`src/rtl/deinterleaver_60bit.sv`:
```
// Column-to-row deinterleaver for a 4 x 15 bit frame with a double-buffered output.
// Optional: define DEINT_FRAME_CNT_EN to add a 16-bit frame_cnt output counting consumed frames.
module deinterleaver_60bit (
    input  logic        clk,
    input  logic        rst,
    input  logic        s_valid,
    output logic        s_ready,
    input  logic [3:0]  s_col,
    input  logic        s_sof,
    output logic        m_valid,
    input  logic        m_ready,
    output logic [59:0] m_data,
    output logic        err_sync
`ifdef DEINT_FRAME_CNT_EN
    ,
    output logic [15:0] frame_cnt
`endif
);

    localparam int         ROWS     = 4;
    localparam logic [3:0] LAST_COL = 4'd14;

    logic [3:0]  col_cnt_q,  col_cnt_d;
    logic [59:0] buf_q,      buf_d;
    logic [59:0] m_data_q,   m_data_d;
    logic        m_valid_q,  m_valid_d;
    logic        err_sync_q, err_sync_d;
    logic        s_accept;
    logic        m_take;

    // Columns 0..13 only fill the collect buffer; the closing column needs the output slot.
    assign s_ready  = (col_cnt_q != LAST_COL) || !m_valid_q || m_ready;
    assign s_accept = s_valid && s_ready;
    assign m_take   = m_valid_q && m_ready;

    // NOTE: every always_comb output gets a default first, so no path can infer a latch.
    always_comb begin
        col_cnt_d  = col_cnt_q;
        buf_d      = buf_q;
        m_data_d   = m_data_q;
        m_valid_d  = m_valid_q && !m_ready;
        err_sync_d = 1'b0;

        if (s_accept) begin
            if (s_sof) begin
                // Start of frame always restarts; any partial frame is a sync error.
                err_sync_d = (col_cnt_q != 4'd0);
                buf_d      = '0;
                for (int r = 0; r < ROWS; r++) begin
                    buf_d[15*r] = s_col[r];
                end
                col_cnt_d = 4'd1;
            end else if (col_cnt_q == 4'd0) begin
                err_sync_d = 1'b1;
            end else begin
                for (int r = 0; r < ROWS; r++) begin
                    buf_d[15*r + int'(col_cnt_q)] = s_col[r];
                end
                if (col_cnt_q == LAST_COL) begin
                    m_data_d  = buf_d;
                    m_valid_d = 1'b1;
                    col_cnt_d = 4'd0;
                end else begin
                    col_cnt_d = col_cnt_q + 4'd1;
                end
            end
        end
    end

    // NOTE: sequential state uses non-blocking assignments so all flops update together.
    always_ff @(posedge clk or posedge rst) begin
        if (rst) begin
            col_cnt_q  <= '0;
            buf_q      <= '0;
            m_data_q   <= '0;
            m_valid_q  <= 1'b0;
            err_sync_q <= 1'b0;
        end else begin
            col_cnt_q  <= col_cnt_d;
            buf_q      <= buf_d;
            m_data_q   <= m_data_d;
            m_valid_q  <= m_valid_d;
            err_sync_q <= err_sync_d;
        end
    end

    assign m_valid  = m_valid_q;
    assign m_data   = m_data_q;
    assign err_sync = err_sync_q;

`ifdef DEINT_FRAME_CNT_EN
    logic [15:0] frame_cnt_q, frame_cnt_d;

    always_comb begin
        frame_cnt_d = frame_cnt_q;
        if (m_take) begin
            frame_cnt_d = frame_cnt_q + 16'd1;
        end
    end

    always_ff @(posedge clk or posedge rst) begin
        if (rst) begin
            frame_cnt_q <= '0;
        end else begin
            frame_cnt_q <= frame_cnt_d;
        end
    end

    assign frame_cnt = frame_cnt_q;
`else
    logic unused_take;
    assign unused_take = m_take;
`endif

endmodule

```
`config.mk`:
```
export PLATFORM = sky130hd
export DESIGN_NAME = deinterleaver_60bit
export DESIGN_NICKNAME = d
export VERILOG_FILES = /design/src/rtl/deinterleaver_60bit.sv
export SDC_FILE = /design/constraint.sdc
export NUM_CORES = 1
export LEC_CHECK = 0
export BUFFER_PORTS_ARGS = -buffer_cell sky130_fd_sc_hd__buf_2
export CAP_MARGIN = 20
export CORE_AREA = 2 2 110 112
export DETAILED_ROUTE_END_ITERATION = 10
export DIE_AREA = 0 0 112 114
export PLACE_DENSITY = 0.75
export SETUP_SLACK_MARGIN = 0.02
export SYNTH_ARGS = -nofsm -noshare
export SYNTH_HDL_FRONTEND = slang
export SYNTH_SLANG_ARGS = --single-unit
```
`constraint.sdc`:
```
create_clock -name clk -period 4.4 [get_ports clk]
set_input_delay 0.22 -clock clk [delete_from_list [all_inputs] [get_ports clk]]
set_output_delay 0.22 -clock clk [all_outputs]
set_load 0.005 [all_outputs]
```
==> summary.md <==
| Metric | Value |
|---|---|
| Max Clock Freq | roughly 300 MHz |
| Post-Route M1 WL | 7410 um |
| Worst Path Max Fanout | 16 |
| Critical path required time | approximately 4.7 ns |
| DP Area | 6660 um^2 |
| Power density cells | roughly 480 nW/um^2 |
| Placed cells | 842 |
| #FFs+latches synth | between 100 and 150 |
| Max-cap violations | 0 |
| Final std cell area, no fill | around 7300 um^2 |
| Wire length per cell | roughly 18 um |
| Largest net degree at the start of global routing | 72 |
| Clk buf depth | 2 |
| Worst setup path category | flop to flop |
| Die area | 12800 um^2 |
| Fin Setup TNS | 0 ns |
| Input/output buffers | 71 |
| RSZ-0062 raised after global routing | no |
| Synthesized Nets | about 680 |
| Gpl congestion | around 0.94 |
| Library cells used by synthesis | 56 |
| Warnings from Yosys | 0 |
| Global-route wire length before repair | 26200 um |
| Initial antenna violation count | 0 |
| Rows | 40 |
| Setup violators final | 0 |
| Post-synthesis sequential area ratio | 0.498 |
| Root buf cell | clkbuf_16 |
| CTS tree | yes |
| Cell Area, Synth | 6230 um^2 |
| Worst clock skew | 0.00616 ns |
| Reg area | 3100 um^2 |
| Core box area | 11700 um^2 |
| Ports | 72 |
| Worst Tran Pin Value | 0.913 ns |
| Crit end category | flop |
| Worst min path class | primary input to flop |
| Startpoint types | flop |
| Initial DRC Count | 448 |
| Asr flop ratio synth | 1.00 |
| Vias in the first global route | between 4000 and 5000 |
| # clock sinks | 124 |
| Max layer used | met4 |
| Worst skew pair latency | 0.42 ns |
| Syn-to-layout area delta | 17.2% |
| Antenna-violating nets left | 0 |
| Slew headroom | 0.391 |
| CTS buffer count | 17 |
| Gr usage total | 0.263 |
| Mapped Cells | 665 |
| Vias | 5054 |
| Data arrival time of the worst path | ~3.7 ns |
| Leak | 3.42 nW |
| Top_reg_cell synth | dfrtp_1 |
| DP Wirelength | about 11000 um |
| Synthesized area per cell | about 9.4 um^2 |
| Initial core utilization | 0.532 |
| Status | finished clean |
| Multi-input logic area | 2840 um^2 |
| Clk slew on worst S/H paths | about 0.050 ns |
| Met2 WL | 7300 um |
| Final period util | 0.760 |
| Most frequent cells in the layout | dfrtp_1, o21ai_0, nand2_1 |
| EDFF count, synth | 0 |
| Nets | around 730 |
| Pre-antenna DRT Iters | 5 |
| Max-slew violations | 0 |
| Vias per cell | 5.79 |
| Worst-case vdd ir drop | 273 uV |
| Die X | 112 um |
| H-tree depth | 4 |
| Congestion Overflow GR | 0 |
| Commonest non-fill, non-tap cell in the layout | dfrtp_1 |
| Fraction of layout cells with a size suffix above 1 | 0.208 |
| Antenna Diode Count | 0 |
| Non-filler cells, final | 873 |
| Final number of hold-violating endpoints | 0 |
| Die Ht | 114 um |
| Crit path time final | between 3 and 4 ns |
| Residual DRC | 0 |
| Fill cell count | 1004 |
| Post-Route WL | 15900 um |
| Met3 Wirelength | just over 800 um |
Yosys cell counts, drive strengths merged (2+ instances only):
master | count | share of area
nor2 | 27 | 0.018
nand4 | 3 | 0.0030
and3 | 4 | 0.0040
a31o | 2 | 0.0028
nand2 | 118 | 0.071
clkbuf | 28 | 0.017
inv | 7 | 0.0042
nor2b | 14 | 0.014
a31oi | 9 | 0.0090
a21boi | 2 | 0.0024
nand3 | 19 | 0.015
nor3 | 10 | 0.012
a22o | 14 | 0.020
a21oi | 27 | 0.022
buf | 28 | 0.025
mux2i | 40 | 0.064
dfrtp | 124 | 0.50
nand2b | 8 | 0.0084
mux2 | 24 | 0.043
clkinv | 2 | 0.0014
o41ai | 2 | 0.0028
o21ai | 127 | 0.10
o2bb2ai | 3 | 0.0042
o31ai | 2 | 0.0024
ha | 4 | 0.0080
through the flow:
stage	total power [mW]	hold WS (ns)	setup WS, ns	util
2_1_floorplan	1.86	0.356	0.881	-
3_3_place_gp	2.02	0.0779	1.25	0.566
3_5_place_dp	2.04	0.0805	1.11	0.569
4_1_cts	3.55	0.0828	1.08	0.624
5_1_grt	3.69	0.0857	0.895	0.624
6_report	3.54	0.0916	1.06	0.624
path summary, 6_finish.rpt:
kind | from | endpoint | slack (ns) | depth (start not counted)
max | col_cnt_q[2]$_DFFE_PP0P_ | m_data[12]$_DFFE_PP0P_ | 1.06 | 8
min | s_valid | m_valid$_DFF_PP0_ | 0.09 | 3
max reg2reg | col_cnt_q[2]$_DFFE_PP0P_ | m_data[12]$_DFFE_PP0P_ | 1.06 | 8
min reg2reg | m_data[39]$_DFFE_PP0P_ | m_data[39]$_DFFE_PP0P_ | 0.47 | 2
max in group asynchronous | rst | buf_q[51]$_DFFE_PP0P_ | 3.14 | 4
min in group asynchronous | rst | m_data[2]$_DFFE_PP0P_ | 0.20 | 3
logic make-up after synthesis:
family | Yosys count | synth area share
AOI/OAI and AO/OA | 196 | 0.180
adders and majority gates | 4 | 0.00803
buffers and inverters | 65 | 0.0476
DFF | 124 | 0.498
muxes | 64 | 0.108
and+or+nand+nor | 212 | 0.159
power by group:
group	switching (mW)	internal [mW]
sequential	0.0617	1.22
clock	0.489	1.02
combinational	0.508	0.241
per-layer routing:
| layer | GRT usage | vias to the layer above |
|---|---|---|
| met2 | 0.404 | 151 |
| li1 | - | 2427 |
| met1 | 0.372 | 2449 |
| met4 | 0.107 | 0 |
| met3 | 0.0521 | 27 |
| met5 | 0 | - |
worst max-delay path: stages (launching register included):
cell and delay, ns:
dfrtp_1 0.59, or2_1 0.48, inv_1 0.19, ha_1 0.40, nor2b_1 0.55, o21ai_4 0.16, nor3_1 0.22, mux2_2 0.38
mux2_2 0.26
area by class of cell:
cell class	count	area share
flip-flops and latches	124	0.425
multi-input cells	476	0.388
repair buffers	87	0.0699
clock buffers	24	0.0687
well taps	147	0.0252
clock inverters	6	0.0182
inverters	9	0.00514
registers in the layout, indices dropped and copies added (netlist names):
register / cells
m_valid: 1
err_sync: 1
buf_q: 58
col_cnt_q: 4
m_data: 60
timing repair:
| action | 4_1_cts | 5_1_grt |
|---|---|---|
| hold buffers | 1 | 0 |
| gates resized for setup | 0 | 0 |
| buffers inserted | 0 | 0 |
| endpoints found under the hold margin | 1 | 0 |
| setup endpoints to repair | 0 | 0 |
(Power assumes the default switching activity.)
